File: config.mk
export PLATFORM = sky130hd
export DESIGN_NAME = pgm_ddram_arbiter_flat
export DESIGN_NICKNAME = d
export VERILOG_FILES = /design/src/rtl/pgm_ddram_arbiter_if.sv /design/src/rtl/pgm_ddram_arbiter.sv /design/src/flat_wrapper.sv
export SDC_FILE = /design/constraint.sdc
export NUM_CORES = 1
export LEC_CHECK = 0
export BUFFER_PORTS_ARGS = -buffer_cell sky130_fd_sc_hd__buf_2
export CAP_MARGIN = 20
export CORE_AREA = 2 2 102 104
export CTS_BUF_LIST = sky130_fd_sc_hd__clkbuf_8
export DETAILED_ROUTE_END_ITERATION = 7
export DIE_AREA = 0 0 104 106
export PLACE_DENSITY = 0.89
export SLEW_MARGIN = 10
export SYNTH_ARGS = -nofsm -noshare
export SYNTH_HDL_FRONTEND = slang
export SYNTH_SLANG_ARGS = --single-unit
File: constraint.sdc
create_clock -name clk -period 3.1 [get_ports clk]
set_input_delay 0.62 -clock clk [delete_from_list [all_inputs] [get_ports clk]]
set_output_delay 0.62 -clock clk [all_outputs]
set_load 0.005 [all_outputs]
File: src/rtl/pgm_ddram_arbiter_if.sv
// Requester and DDRAM read-port bundle for pgm_ddram_arbiter.
// slave = arbiter side, master = requesters plus DDRAM model side.
interface pgm_ddram_arbiter_if #(
    parameter int NREQ = 3,
    parameter int AW   = 29
);
    logic [NREQ-1:0]    req_rd;
    logic [NREQ*AW-1:0] req_addr;
    logic [NREQ-1:0]    req_ack;
    logic [NREQ-1:0]    rsp_valid;
    logic [63:0]        rsp_data;
    logic               ddram_rd;
    logic [AW-1:0]      ddram_addr;
    logic               ddram_busy;
    logic [63:0]        ddram_dout;
    logic               ddram_dout_ready;

    modport slave (
        input  req_rd, req_addr, ddram_busy,
        input  ddram_dout, ddram_dout_ready,
        output req_ack, rsp_valid, rsp_data,
        output ddram_rd, ddram_addr
    );

    modport master (
        output req_rd, req_addr, ddram_busy,
        output ddram_dout, ddram_dout_ready,
        input  req_ack, rsp_valid, rsp_data,
        input  ddram_rd, ddram_addr
    );
endinterface

File: src/rtl/pgm_ddram_arbiter.sv
// Read arbiter/sequencer for the shared DDRAM graphics port, one read in flight.
// Define PGM_ARB_RR_EN for round-robin; default is fixed priority (index 0 first).
module pgm_ddram_arbiter #(
    parameter int NREQ = 3,
    parameter int AW   = 29
) (
    input  logic                 clk,
    input  logic                 reset,
    pgm_ddram_arbiter_if.slave   bus,
    output logic [2:0]           grant_idx,
    output logic                 arb_busy
);
    typedef enum logic [1:0] {
        IDLE,
        ISSUE,
        WAIT_DATA
    } state_t;

    state_t state;

    logic [2:0]      win;
    logic            win_vld;
    logic [AW-1:0]   win_addr;
    logic [NREQ-1:0] one;

    assign one = {{(NREQ-1){1'b0}}, 1'b1};
    assign win_addr = bus.req_addr[int'(win)*AW +: AW];

`ifdef PGM_ARB_RR_EN
    logic [2:0] last;

    // Search starts one past the last grant so nobody starves.
    always_comb begin : rr_pick
        int j;
        j = 0;
        win = '0;
        win_vld = 1'b0;
        for (int k = 0; k < NREQ; k++) begin
            j = (int'(last) + 1 + k) % NREQ;
            if (!win_vld && bus.req_rd[j]) begin
                win = 3'(j);
                win_vld = 1'b1;
            end
        end
    end

    always_ff @(posedge clk) begin
        if (reset) begin
            last <= 3'(NREQ-1);
        end else if (state == IDLE && win_vld) begin
            last <= win;
        end
    end
`else
    always_comb begin
        win = '0;
        win_vld = 1'b0;
        for (int k = NREQ-1; k >= 0; k--) begin
            if (bus.req_rd[k]) begin
                win = 3'(k);
                win_vld = 1'b1;
            end
        end
    end
`endif

    always_ff @(posedge clk) begin
        if (reset) begin
            state          <= IDLE;
            bus.ddram_rd   <= 1'b0;
            bus.ddram_addr <= '0;
            bus.req_ack    <= '0;
            bus.rsp_valid  <= '0;
            bus.rsp_data   <= '0;
            grant_idx      <= '0;
            arb_busy       <= 1'b0;
        end else begin
            bus.req_ack   <= '0;
            bus.rsp_valid <= '0;
            unique case (state)
                IDLE: begin
                    if (win_vld) begin
                        bus.ddram_addr <= win_addr;
                        bus.ddram_rd   <= 1'b1;
                        bus.req_ack    <= one << win;
                        grant_idx      <= win;
                        arb_busy       <= 1'b1;
                        state          <= ISSUE;
                    end
                end
                ISSUE: begin
                    if (!bus.ddram_busy) begin
                        bus.ddram_rd <= 1'b0;
                        state        <= WAIT_DATA;
                    end
                end
                WAIT_DATA: begin
                    if (bus.ddram_dout_ready) begin
                        bus.rsp_data  <= bus.ddram_dout;
                        bus.rsp_valid <= one << grant_idx;
                        arb_busy      <= 1'b0;
                        state         <= IDLE;
                    end
                end
                default: state <= IDLE;
            endcase
        end
    end
endmodule

File: src/flat_wrapper.sv
// flat-port wrapper written by rule: the top's interface ports become plain ports
module pgm_ddram_arbiter_flat 
#(
    parameter int NREQ = 3,
    parameter int AW   = 29
)
  (clk, reset, grant_idx, arb_busy, bus_req_rd, bus_req_addr, bus_ddram_busy, bus_ddram_dout, bus_ddram_dout_ready, bus_req_ack, bus_rsp_valid, bus_rsp_data, bus_ddram_rd, bus_ddram_addr);
  pgm_ddram_arbiter_if #(.NREQ(NREQ), .AW(AW)) bus_i ();
  input  logic clk;
  input  logic reset;
  output logic [2:0] grant_idx;
  output logic arb_busy;
  input wire logic [$bits(bus_i.req_rd)-1:0] bus_req_rd;
  input wire logic [$bits(bus_i.req_addr)-1:0] bus_req_addr;
  input wire logic [$bits(bus_i.ddram_busy)-1:0] bus_ddram_busy;
  input wire logic [$bits(bus_i.ddram_dout)-1:0] bus_ddram_dout;
  input wire logic [$bits(bus_i.ddram_dout_ready)-1:0] bus_ddram_dout_ready;
  output wire logic [$bits(bus_i.req_ack)-1:0] bus_req_ack;
  output wire logic [$bits(bus_i.rsp_valid)-1:0] bus_rsp_valid;
  output wire logic [$bits(bus_i.rsp_data)-1:0] bus_rsp_data;
  output wire logic [$bits(bus_i.ddram_rd)-1:0] bus_ddram_rd;
  output wire logic [$bits(bus_i.ddram_addr)-1:0] bus_ddram_addr;
  assign bus_i.req_rd = bus_req_rd;
  assign bus_i.req_addr = bus_req_addr;
  assign bus_i.ddram_busy = bus_ddram_busy;
  assign bus_i.ddram_dout = bus_ddram_dout;
  assign bus_i.ddram_dout_ready = bus_ddram_dout_ready;
  assign bus_req_ack = bus_i.req_ack;
  assign bus_rsp_valid = bus_i.rsp_valid;
  assign bus_rsp_data = bus_i.rsp_data;
  assign bus_ddram_rd = bus_i.ddram_rd;
  assign bus_ddram_addr = bus_i.ddram_addr;
  pgm_ddram_arbiter #(.NREQ(NREQ), .AW(AW)) u_core (.clk(clk), .reset(reset), .bus(bus_i), .grant_idx(grant_idx), .arb_busy(arb_busy));
endmodule
# Word-level counts from Yosys, hierarchy flattened
# Index checks and enable logic that the tools add are counted.
# W data, S select, Z words.
[totals]
ff_bits = 106
input_bits = 158
output_inout_bits = 104
elab_cells = 46
[classes]
mul = 1
n_eq_ne = 5
shift = 3
n_mux = 15
bitwise_logic = 4
reduce_logical = 10
[ops]
columns = ["op", "count"]
rows = [
  ["$shiftx A87 B32 Y29", 1],
  ["$mux W2", 6],
  ["$reduce_and A3 Y1", 3],
  ["$mul A2 B5 Y7 const B", 1],
  ["$mux W1", 6],
  ["$pmux W2 S3", 1],
  ["$reduce_or A3 Y1", 2],
  ["$ne A2 B2 Y1 const B", 2],
  ["$not A1 Y1", 4],
  ["$pmux W1 S2", 2],
  ["$reduce_and A2 Y1", 2],
  ["$reduce_bool A2 Y1", 2],
  ["$shl A1 B2 Y3 const A", 1],
  ["$shl A1 B3 Y3 const A", 1],
  ["$eq A2 B1 Y1 const B", 1],
  ["$eq A2 B2 Y1 const B", 1],
  ["$logic_not A2 Y1", 1],
  ["$ne A2 B1 Y1 const B", 1],
]

# Longest topological paths before layout
[logic_depth]
word_depth = 5
depth_mapped = 6
mapped_depth_nobuf = 3

# Worst setup path before layout
# Ideal clock, no wire load.
[synth_timing]
path_type = "input -> register"
from = "in bus_req_rd[2]"
to = "reg u_core.bus.ddram_addr[20]"
setup_ps = 133
t_arrival_ps = 1475
t_required_ps = 2967
path_slack_ps = 1491
stages = 5
n_path_buf = 2
cell_sequence = "buf_2 > or3_1 > buf_2 > a21oi_1 > a311oi_1"
[synth_via]
elab_chain_cells = 5
elab_cells_between_ends = 9
cone_classes = "mul (1); shift (1); mux (6); reduce/logical (1)"
[synth_lines]
columns = ["item", "line", "source"]
rows = [
  ["start: declaration", "flat_wrapper.sv:13", "input wire logic [$bits(bus_i.req_rd)-1:0] bus_req_rd;"],
  ["$mux W2 (3 in series)", "pgm_ddram_arbiter.sv:59", "if (bus.req_rd[k]) begin"],
  ["$mul A2 B5 Y7", "pgm_ddram_arbiter.sv:27", "assign win_addr = bus.req_addr[int'(win)*AW +: AW];"],
  ["$shiftx A87 B32 Y29", "pgm_ddram_arbiter.sv:27", ""],
  ["end signal: assignment", "pgm_ddram_arbiter.sv:83", "bus.ddram_addr <= win_addr;"],
  ["end: declaration", "pgm_ddram_arbiter_if.sv:22", "output ddram_rd, ddram_addr"],
]
# Parallel ways exist; a longest one is shown, timed or not.
# A chain may end at the register's enable or synchronous reset.

# Worst setup path after layout
[layout_timing]
from = "in bus_req_rd[1]"
to = "reg u_core.bus.ddram_addr[6]"
[layout_via]
elab_chain_cells = 4
elab_cells_between_ends = 7
cone_classes = "mul (1); shift (1); mux (4); reduce/logical (1)"
[layout_lines]
columns = ["item", "line"]
rows = [
  ["$mux W2 (2 in series)", "pgm_ddram_arbiter.sv:59"],
  ["$mul A2 B5 Y7", "pgm_ddram_arbiter.sv:27"],
  ["$shiftx A87 B32 Y29", "pgm_ddram_arbiter.sv:27"],
]
# Parallel ways exist; a longest one is shown, timed or not.

==> impl_metrics.py <==
metrics = {
    "hold_path": {
        "hold_class": "flop to flop",
        "worstHoldStart": "u_core.bus.rsp_data[39]",
        "whs_path_depth": 2,
        "min_to": "u_core.bus.rsp_data[39]",
    },
    "floorplanning": {
        "coreArea_um2": 10000,
        "ios": 262,
        "die_area_um2": 11000,
        "initial_core_util_pct": 44.3,
        "die_h_um": 106,
        "rows": 37,
        "die_w_um": 104,
    },
    "power_and_ir_drop": {
        "max-vdd-ir-drop_mv": 0.204,
        "p_sw_share_pct": 26.0,
        "pwr_density_cell_nw_per_um2": 493,
        "combPwrFrac_pct": 15.6,
        "power_frac_seq_pct": 49.5,
        "switchingPower_uw": 768,
        "p_clk_share_pct": 34.9,
        "p_int_mw": 2.18,
        "leakage_nw": 2.77,
    },
    "placement": {
        "port_buffers": 260,
        "post-place-ws_ns": 0.622,
        "place_congestion": 0.821,
        "dpl.cell_count": 911,
        "place_hpwl_um": 9130,
    },
    "grt": {
        "grt_pass1_vias": 4431,
        "top_usage_layer": "met2",
        "grt_use_total_pct": 22.9,
        "grt_pass1_wl_um": 20800,
        "antenna_found_initial": 0,
        "grt_use_met3_pct": 5.58,
        "grt_use_met2_pct": 39.6,
        "grt.overflow.total": 0,
        "grt.met1_usage_pct": 27.2,
        "grt_max_degree": 65,
    },
    "routing": {
        "dr.pass1.iters": 5,
        "drt-total-wl_um": 13000,
        "via_count": 4712,
        "routed_via_density": 5.08,
        "wl_per_cell_um": 14.0,
        "initialDrtViolationCount": 270,
        "drc": 0,
        "ant_nets": 0,
    },
    "clocking": {
        "clock_latency_ns": 0.37,
        "ctsLongestPathBuffers": 2,
        "cts_sinks": 105,
        "clkSlewWorstSetupHoldPaths_ns": 0.10,
        "cts.hold.buffers_added": 0,
        "cts_buffers": 9,
        "root_buffer": "clkbuf_8",
        "post-cts-setup-buffers": 0,
        "cts_resized": 0,
        "cts_tree": "done",
        "htreeDepth": 3,
    },
    "timing": {
        "slew_headroom_pct": 31.7,
        "layout_min_cycle_time_ns": 2.09,
        "hold_viol": 0,
        "rsz0062_at_grt": "no",
        "maxSlewViolCount": 0,
        "setup_tns_ns": 0,
        "worst_slew_pin_slew_ns": 1.02,
        "finalCritPeriodShare_pct": 67.4,
        "fmax_mhz": 479,
        "layout_setup_ws_ns": 1.01,
        "setup_viol": 0,
        "finClkSkew_ns": 0.00785,
    },
    "finish": {
        "seqCellArea_um2": 2100,
        "diodes": 0,
        "final_cells": 927,
        "postLayoutCoreUtil_pct": 59.9,
        "fillerInstances": 904,
        "drive_above_1_share_pct": 36.7,
        "multi_input_area_um2": 2060,
        "nNetsFinal": 944,
        "area_growth_pct": 35.3,
    },
    "worst_setup_path": {
        "crit_type": "input pin to flop",
        "path_cells": "buf_2, or3_1, a21oi_1, a311oi_1",
        "worst-path-buf-inv": 1,
        "cp.arrival_ns": 2.37,
        "rr_worst_depth": 4,
        "timing.critical_path.max_delay_family": "simple AND/OR/NAND/NOR gates",
        "cpMaxStageDelayCell": "or3_1",
        "required_ns": 3.38,
        "start_kind": "input pin",
        "r2r_slack_ns": 1.41,
        "end_kind": "flop",
        "r2r-end": "u_core.bus.rsp_data[17]",
        "worst-path-max-fanout": 36,
        "slowest_delay_ns": 0.88,
        "rr_startpoint": "u_core.state[1]",
    },
    "synth": {
        "yosys_warnings": 0,
        "synth_top_cell_by_area": "dfxtp_1",
        "syn-cell-area_um2": 4430,
        "ys_types": 24,
        "syn_nets": 719,
        "avgSynthCellArea_um2": 7.90,
        "synth_top_area_share_pct": 47.4,
        "syn_inst": 561,
        "synth-seq-cells": 105,
        "seq_area_frac_synth_pct": 47.4,
        "synth.area.top_cells": "dfxtp_1, nand2_1, a21oi_1, a311oi_1, nand3b_1",
    },
    "run_status": {
        "outcome": "complete, no violations",
    },
    "run": {
        "max_cap_viol_count": 0,
    },
}
power by group through the flow:
stage,Clock [mW],Combinational (mW),Sequential (mW)
global placement,0,0.452,1.49
finish,1.03,0.460,1.46
CTS,1.04,0.461,1.46
global route,1.10,0.510,1.47
detailed placement,0,0.460,1.49
floorplan,0,0.243,1.49
worst max-delay path by stage:
stage | slack, ns | from | end | depth (start not counted)
after floorplan | 1.49 | bus_req_rd[2] | u_core.bus.ddram_addr[20] | 5
after global placement | 0.69 | bus_req_rd[1] | u_core.bus.ddram_addr[15] | 4
after detailed placement | 0.62 | bus_req_rd[1] | u_core.bus.ddram_addr[13] | 4
after CTS | 1.02 | bus_req_rd[1] | u_core.bus.ddram_addr[26] | 4
after global routing | 0.85 | bus_req_rd[1] | u_core.bus.ddram_addr[27] | 4
final | 1.01 | bus_req_rd[1] | u_core.bus.ddram_addr[6] | 4
through the flow:
step	hold WS, ns	total power [mW]	area, um^2
2_1_floorplan	0.453	1.74	4430
3_3_place_gp	0.439	1.94	5740
3_5_place_dp	0.443	1.95	5740
4_1_cts	0.456	2.97	5990
5_1_grt	0.456	3.09	5990
6_report	0.455	2.95	5990
cell usage in the layout, fill, tap and decap left out, types with 2 or more instances in the layout:
| cell | n |
|---|---|
| nand2_1 | 191 |
| nand3b_1 | 32 |
| a21oi_1 | 99 |
| buf_12 | 3 |
| o21ai_0 | 2 |
| a21o_1 | 29 |
| buf_4 | 7 |
| nor3_1 | 2 |
| nor4b_1 | 3 |
| dfxtp_1 | 105 |
| clkbuf_8 | 9 |
| bufinv_16 | 3 |
| a311oi_1 | 29 |
| nor2_2 | 2 |
| nor2_1 | 3 |
| buf_2 | 259 |
synth_stat cells (all sizes together):
master	count
a311oi	29
nor3b	1
conb	1
nor4b	3
nand2	191
or2	1
o21ai	2
or3b	1
nand3b	32
nor4	1
nor3	2
a21o	29
buf	33
dfxtp	105
nor2	5
o21bai	1
a21oi	99
nand3	1
or3	1
and3b	1
clkbuf	22
logic make-up (layout without fill, tap and decap cells):
group           Yosys count  in the layout  synth area share [%]
compound gates          160            160                  22.3
buf+inv                  55            285                  6.21
flops                   105            105                  47.4
other cells               1              1                0.0846
simple gates            240            240                  23.9
cell type report:
cell class                 count  share of cell area, %
clock buffer                   9                   2.07
clock inverter                 7                   2.15
multi-input combinational    401                   34.4
sequential                   105                   35.1
tap                          136                   2.84
timing repair buffer         269                   23.5
state kept, by name, summed over array words and instances, names as in the netlist:
| name | count |
|---|---|
| u_core.bus.ddram_rd | 1 |
| u_core.grant_idx | 2 |
| u_core.bus.ddram_addr | 29 |
| u_core.bus.rsp_data | 64 |
| u_core.bus.rsp_valid | 3 |
| u_core.bus.req_ack | 3 |
| u_core.arb_busy | 1 |
| u_core.state | 2 |
worst reg2reg max path, cell delays in order (launching register included):
cell and delay, ns:
dfxtp_1 0.44, nand3b_1 0.53, buf_12 0.41, nand2_1 0.12, a21oi_1 0.07
metal layers:
metal  share of wire (%)  wire length, um
met2                  49             6300
met5                   0                0
met1                  41             5270
met3                 7.9             1030
met4                 2.9              375
No activity file was read; power rests on OpenSTA's default activity.
